`config.mk`:
```
export PLATFORM = sky130hd
export DESIGN_NAME = handshake_fork_tx
export DESIGN_NICKNAME = d
export VERILOG_FILES = /design/src/rtl/handshake_pkg.sv /design/src/rtl/handshake_fork_slot.sv /design/src/rtl/handshake_fork_tx.sv
export SDC_FILE = /design/constraint.sdc
export NUM_CORES = 1
export LEC_CHECK = 0
export ABC_AREA = 1
export CELL_PAD_IN_SITES_DETAIL_PLACEMENT = 2
export CELL_PAD_IN_SITES_GLOBAL_PLACEMENT = 2
export CORE_MARGIN = 8
export CORE_UTILIZATION = 25
export CTS_BUF_LIST = sky130_fd_sc_hd__clkbuf_4
export CTS_CLUSTER_DIAMETER = 50
export DETAILED_ROUTE_END_ITERATION = 6
export PLACE_DENSITY = 0.88
export SYNTH_ARGS = -nofsm -noshare
export SYNTH_HDL_FRONTEND = slang
export SYNTH_SLANG_ARGS = --single-unit
export TNS_END_PERCENT = 20
```
`constraint.sdc`:
```
create_clock -name CLK -period 1.44 [get_ports CLK]
set_input_delay 0.144 -clock CLK [delete_from_list [all_inputs] [get_ports CLK]]
set_output_delay 0.144 -clock CLK [all_outputs]
set_load 0.02 [all_outputs]
```
`src/rtl/handshake_pkg.sv`:
```
// Shared definitions for the ready/valid fork transmitter and its slots.
package handshake_pkg;

    // Default geometry of the fork.
    localparam int HS_WIDTH = 4;
    localparam int HS_N_OUT = 3;
    localparam int HS_CNT_W = 8;

    // Word and per-channel mask types at the default geometry.
    typedef logic [HS_WIDTH-1:0] hs_word_t;
    typedef logic [HS_N_OUT-1:0] hs_mask_t;

    // Holding-register action chosen for one clock edge.
    typedef enum logic [1:0] {
        HS_HOLD  = 2'd0,
        HS_LOAD  = 2'd1,
        HS_DRAIN = 2'd2
    } hs_action_e;

    // Pick the holding-register action from the accept/complete pair.
    // A new accept always wins: it both retires the old word (if any)
    // and loads the new one at the same edge.
    function automatic hs_action_e hs_action(input logic load, input logic complete);
        hs_action_e act;
        if (load) begin
            act = HS_LOAD;
        end else if (complete) begin
            act = HS_DRAIN;
        end else begin
            act = HS_HOLD;
        end
        return act;
    endfunction

endpackage

```
`src/rtl/handshake_fork_slot.sv`:
```
// One downstream channel of the eager fork: tracks whether this channel
// has already taken the current word and masks its valid accordingly.
module handshake_fork_slot
    import handshake_pkg::*;
(
    input  logic clk,
    input  logic reset,
    input  logic full,
    input  logic complete,
    input  logic load,
    input  logic o_ready,
    output logic o_valid,
    output logic done_or_fire
);

    logic done_q;
    logic done_d;
    logic fire_s;
    hs_action_e act_s;

    // Valid is raised only while a word is held and this channel has not
    // yet consumed it, so a channel never sees the same word twice.
    always_comb begin
        o_valid      = full & ~done_q;
        fire_s       = o_valid & o_ready;
        done_or_fire = done_q | fire_s;
    end

    // Next value of the done bit: cleared on a new word or on retirement,
    // otherwise accumulates this channel's fire while a word is held.
    always_comb begin
        done_d = done_q;
        act_s  = hs_action(load, complete);
        case (act_s)
            HS_LOAD:  done_d = 1'b0;
            HS_DRAIN: done_d = 1'b0;
            HS_HOLD: begin
                if (full) begin
                    done_d = done_q | fire_s;
                end else begin
                    done_d = done_q;
                end
            end
            default:  done_d = 1'b0;
        endcase
    end

    // Done-bit register with synchronous reset.
    always_ff @(posedge clk) begin
        if (reset) begin
            done_q <= 1'b0;
        end else begin
            done_q <= done_d;
        end
    end

endmodule

```
`src/rtl/handshake_fork_tx.sv`:
```
// Eager ready/valid fork: registers one upstream word and broadcasts it to
// N_OUT channels; the word retires once every channel has taken it, and a
// wrapping counter records each retirement.
module handshake_fork_tx
    import handshake_pkg::*;
#(
    parameter int WIDTH = HS_WIDTH,
    parameter int N_OUT = HS_N_OUT,
    parameter int CNT_W = HS_CNT_W
) (
    input  logic             CLK,
    input  logic             RESET,
    input  logic             I_valid,
    output logic             I_ready,
    input  logic [WIDTH-1:0] I_data,
    output logic [N_OUT-1:0] O_valid,
    input  logic [N_OUT-1:0] O_ready,
    output logic [WIDTH-1:0] O_data,
    output logic [CNT_W-1:0] retired
);

    logic             full_q;
    logic             full_d;
    logic [WIDTH-1:0] data_q;
    logic [WIDTH-1:0] data_d;
    logic [CNT_W-1:0] cnt_q;
    logic [CNT_W-1:0] cnt_d;

    logic [N_OUT-1:0] done_or_fire_s;
    logic             complete_s;
    logic             load_s;
    hs_action_e       act_s;

    // Per-channel slots, each holding its own done bit.
    genvar gi;
    generate
        for (gi = 0; gi < N_OUT; gi++) begin : g_slot
            handshake_fork_slot u_slot (
                .clk          (CLK),
                .reset        (RESET),
                .full         (full_q),
                .complete     (complete_s),
                .load         (load_s),
                .o_ready      (O_ready[gi]),
                .o_valid      (O_valid[gi]),
                .done_or_fire (done_or_fire_s[gi])
            );
        end
    endgenerate

    // Retirement and upstream handshake: the held word completes when every
    // channel has either fired earlier or fires now, which frees the
    // register in the same cycle so streaming runs at one word per cycle.
    always_comb begin
        complete_s = full_q & (&done_or_fire_s);
        I_ready    = ~RESET & (~full_q | complete_s);
        load_s     = I_valid & I_ready;
        O_data     = data_q;
        retired    = cnt_q;
    end

    // Next state of the holding register and the retirement counter.
    always_comb begin
        full_d = full_q;
        data_d = data_q;
        act_s  = hs_action(load_s, complete_s);
        case (act_s)
            HS_LOAD: begin
                full_d = 1'b1;
                data_d = I_data;
            end
            HS_DRAIN: begin
                full_d = 1'b0;
                data_d = data_q;
            end
            HS_HOLD: begin
                full_d = full_q;
                data_d = data_q;
            end
            default: begin
                full_d = 1'b0;
                data_d = data_q;
            end
        endcase

        if (complete_s) begin
            cnt_d = cnt_q + CNT_W'(1);
        end else begin
            cnt_d = cnt_q;
        end
    end

    // State registers with synchronous reset; reset drops any pending word.
    always_ff @(posedge CLK) begin
        if (RESET) begin
            full_q <= 1'b0;
            data_q <= '0;
            cnt_q  <= '0;
        end else begin
            full_q <= full_d;
            data_q <= data_d;
            cnt_q  <= cnt_d;
        end
    end

endmodule

```
## Word level (Yosys, flattened, before mapping)

Index checks and enable logic that the tools add are counted.

| operators by class | value |
|---|---|
| $add $sub $neg | 1 |
| equality and inequality tests | 1 |
| mux-type cells | 3 |
| bitwise operators | 19 |
| reduce and logical (&&, ||, !) cells | 3 |

Operators by type and width:

| kind | count |
|---|---|
| 1-bit AND | 9 |
| 8-bit by 1-bit adder with 8-bit output, second input constant | 1 |
| 1-bit inverter | 6 |
| 2-bit two-way mux | 2 |
| 1-bit bitwise OR | 4 |
| 3-bit AND reduction | 1 |
| 2-bit by 1-bit == test with 1-bit output, second input constant | 1 |
| 2-bit logical NOT | 1 |
| 1-bit case mux with 2 select lines | 1 |
| 2-bit OR reduction | 1 |

| word-level totals | value |
|---|---|
| register bits after elaboration | 16 |
| input bits | 10 |
| output and inout port bits | 16 |
| logic and storage cells | 33 |

## Depth between registers and ports, before layout

| logic depth | value |
|---|---|
| word-level depth | 13 |
| gate-level depth with buffers | 7 |
| depth with buffers taken out | 7 |

## By module

Synthesis repeated with hierarchy kept, for this count alone.

| unflattened totals | value |
|---|---|
| cells, all modules | 110 |
| area total of the unflattened synthesis | 759.5 um2 |

By module, submodules not included:

| module | instances | cells an instance | area an instance (um2) | seq. area each (um2) |
|---|---|---|---|---|
| handshake_fork_tx | 1 | 83 | 605.6 | 260.2 |
| handshake_fork_slot | 3 | 9 | 51.3 | 20.0 |

## Least setup slack after synthesis

Ideal clock, no wire load.

| timing | value |
|---|---|
| kind | register -> register |
| start | register full_q |
| end | register data_q[0], in the netlist O_data[0] |
| setup time | 59 ps |
| arrival | 1163 ps |
| required time | 1381 ps |
| setup slack | 218 ps |
| stages on the path, launching flop included | 7 |
| buffers on the path | 0 |
| clock period less this slack | 1222 ps |
| path through | dfxtp_1 nand2_1 nand2_2 nand3_4 a21oi_4 nand3_1 nand2_1 |

| on the way | value |
|---|---|
| longest elaborated chain between the ends | 10 |
| elaborated cells on any way between the ends | 18 |
| classes of those cells | eq/ne: 1; mux: 2; bitwise: 14; reduce/logical: 1 |

RTL lines:

| what | line | text |
|---|---|---|
| from (decl) | handshake_fork_tx.sv:22 | `logic full_q;` |
| from (signal assigned) | handshake_fork_tx.sv:100 | `full_q <= full_d;` |
| 1-bit AND | handshake_fork_slot.sv:24 | `o_valid = full & ~done_q;` |
| 1-bit AND | handshake_fork_slot.sv:25 | `fire_s = o_valid & o_ready;` |
| 1-bit bitwise OR | handshake_fork_slot.sv:26 | `done_or_fire = done_q \| fire_s;` |
| 3-bit AND reduction | handshake_fork_tx.sv:55 | `complete_s = full_q & (&done_or_fire_s);` |
| 1-bit AND | handshake_fork_tx.sv:55 |  |
| 1-bit bitwise OR * | handshake_fork_tx.sv:56 | `I_ready = ~RESET & (~full_q \| complete_s);` |
| 1-bit AND * | handshake_fork_tx.sv:56 |  |
| named net I_ready | handshake_fork_tx.sv:14 | `output logic I_ready,` |
| 1-bit AND * | handshake_fork_tx.sv:57 | `load_s = I_valid & I_ready;` |
| 2-bit two-way mux * | handshake_pkg.sv:25 | `if (load) begin` |
| 2-bit by 1-bit == test with 1-bit output * | handshake_fork_tx.sv:67 | `case (act_s)` |
| to (signal assigned) | handshake_fork_tx.sv:101 | `data_q <= data_d;` |
| to (decl) | handshake_fork_tx.sv:24 | `logic [WIDTH-1:0] data_q;` |

The timed path passes the listed nets; every way through them passes the cells marked *.
A chain may end at the register's enable or synchronous reset.

## Worst setup path after layout

| timing | value |
|---|---|
| start | register cnt_q[5], in the netlist retired[5] |
| end | output retired[5] |

RTL lines:

| what | line | text |
|---|---|---|
| from (decl) | handshake_fork_tx.sv:26 | `logic [CNT_W-1:0] cnt_q;` |
| from (signal assigned) | handshake_fork_tx.sv:102 | `cnt_q <= cnt_d;` |
| to (decl) | handshake_fork_tx.sv:19 | `output logic [CNT_W-1:0] retired` |

No word-level cell between the ends.

==> out/results.ini <==
[worst_setup_path]
reg2reg_depth=7
cp.required_ns=1.30
cp.arrival_ns=1.25
cp.depth=1
crit_fanout=2
slowest_delay_ns=0.61
worst-path-buf-inv=1
criticalPathCategory=flop to primary output
cpLargestDelayFamily=buffers and inverters
worst_setup_path_start_kind=flop
cp_slowest_cell=clkdlybuf4s50_1
endpoint_kind=primary output
path_cells=clkdlybuf4s50_1

[placed_design]
gp_congestion=0.7656
port_buffers=25
dp.cells=192
placed_cell_area_um2=1194
dp_slack_ns=-0.3466
dpl.hpwl_mm=2.386

[sta]
fin_tns_setup_ns=0
final-max-slew-violation-count=0
max_slew_margin_pct=84.48
finalSetupViolations=0
skew_ns=0.005183
fin_ws_ns=0.04627
finalCritPeriodShare_pct=96.79
tightestPinTransition_ns=0.2324
rsz0062_at_grt=no
fin_crit_ns=1.394
fmax_mhz=717.5
hold_violations=0

[yosys]
ys_ff_latch=16
syn_inst=112
yosys.area.top_type=dfxtp_1
synth_area_leaders=dfxtp_1, nand2_1, nand3_1, inv_1, nor2_1
synthesis.nets=123
seq_area_frac_synth_pct=39.75
avgSynthCellArea_um2=7.194
ys.warnings.count=0
syn-cell-area_um2=805.8
synth.distinct_cells=19
synth_top_area_share_pct=39.75

[pwr]
clkPwrFrac_pct=28.2
internal_power_uw=638.7
netSwitchingPower_uw=248.4
ir_worst_vdd_mv=0.4932
comb_power_share_pct=19.2
p_leak_nw=0.6095
p_per_area_nw_per_um2=731.0
p_seq_share_pct=52.5
swShare_pct=28.00

[cts]
cts_tree=yes
clk_latency_ns=0.29
cts-buffers-inserted=3
htreeDepth=1
root_buffer=clkbuf_4
clock_sinks=16
clk_pin_slew_ns=0.10
cts_max_path_buffers=2

[global_routing]
grt_pass1_wl_mm=4.836
overflow=0
grt_max_degree=10
grt_use_total_pct=11.88
grt_pass1_vias=1021
antenna_found_initial=0

[route]
wl_per_cell_um=14.45
wirelength_mm=2.833
drt_iter0_drc=21
viasPerCell=4.526
via_count=887
firstDrtPassIters=4
ant_nets=0
drc=0

[outcome]
status=completed

[cells_and_area]
drive_gt1_share_pct=21.71
n_antenna_cell=0
nets=164
fill_cells=372
final_cells=196
area_growth_pct=50.62
postLayoutCellArea_um2=1214

[floorplanning]
start_util_pct=26.39
die_y_um=72.77
core_um2=3053
die_w_um=72.77
io_pins=26
row_count=20
die-area_um2=5295

[flow_run]
drv_cap=0

[worst_hold_path]
min_path_cells=3
hold_path_class=input port to flop

==> flip-flops by register name, summed over array words and instances (netlist names) <==
| name | count |
|---|---|
| O_data | 4 |
| full_q | 1 |
| g_slot.u_slot.done_q | 3 |
| retired | 8 |
==> stage by stage <==
step | utilization, % | total power [mW] | hold slack (ns)
finish | 39.75 | 0.8871 | 0.4169
global placement | 39.10 | 0.6459 | 0.4610
global route | 39.75 | 0.9433 | 0.4073
floorplan | - | 0.5558 | 0.2131
CTS | 39.51 | 0.9094 | 0.4070
detailed placement | 39.10 | 0.6558 | 0.4737
==> synthesized netlist by cell type (all sizes together) <==
cell,instances
a21oi,9
nand2,33
inv,13
nand3,16
xnor2,1
dfxtp,16
nand4,3
nor2,13
buf,3
nand3b,1
ha,1
o21ai,2
clkinv,1
==> cells in the final DEF (no fill, tap or decap), types with 3 or more instances in the layout <==
cell | Yosys | routed
nand2_2 | 3 | 3
nand2_1 | 30 | 30
buf_2 | 0 | 3
a21oi_1 | 8 | 8
nand3_1 | 13 | 13
dlymetal6s2s_1 | 0 | 4
inv_1 | 13 | 13
clkbuf_4 | 0 | 3
dlygate4sd2_1 | 0 | 6
clkdlybuf4s50_1 | 0 | 11
nor2_1 | 12 | 11
buf_4 | 3 | 14
dfxtp_1 | 16 | 14
==> repair_timing <==
item                       4_1_cts  5_1_grt
resized for setup               21       10
setup endpoints to repair       10        9
setup buffers                    0        0
hold buffers                     0        0
gates cloned                     0        0
==> logic make-up after synthesis <==
family          Yosys count  synth area share (%)
simple gates             66                 40.06
buf+inv                  17                 9.317
flops                    16                 39.75
compound gates           11                 8.231
xor+xnor                  1                 1.087
fa+ha+maj                 1                 1.553
==> layer usage <==
layer  track usage (%)  part of all wire [%]  routed length (um)
met1             11.11                    36                1030
met2             22.96                    57                1606
met3             3.709                   4.8                 135
met4             4.889                   2.2                  61
met5                 0                     0                   0
==> final timing paths <==
check,start,to,slack (ns)
worst min-delay path,I_data[1],O_data[1],0.42
worst max register to register,full_q,retired[2],0.13
worst max-delay path,retired[5],retired[5],0.05
worst min register to register,O_data[1],O_data[1],0.48
==> cell type report <==
class / instances / area [um2] / area share (%)
tap: 44 / 55.05 / 4.536
timing repair buffer: 39 / 344.1 / 28.35
clock inverter: 1 / 3.754 / 0.3093
multi-input combinational: 79 / 412.9 / 34.02
sequential: 16 / 322.8 / 26.60
clock buffer: 3 / 22.52 / 1.856
inverter: 14 / 52.55 / 4.330
==> power by group through the flow <==
| stage | Sequential, mW | Combinational [mW] | Clock [mW] |
|---|---|---|---|
| final | 0.466 | 0.171 | 0.251 |
| after global routing | 0.468 | 0.185 | 0.290 |
| after CTS | 0.467 | 0.175 | 0.268 |
| after detailed placement | 0.477 | 0.179 | 0 |
| after global placement | 0.475 | 0.171 | 0 |
| after floorplan | 0.487 | 0.0689 | 0 |
Note: power is estimated with default switching activity, not from simulation.
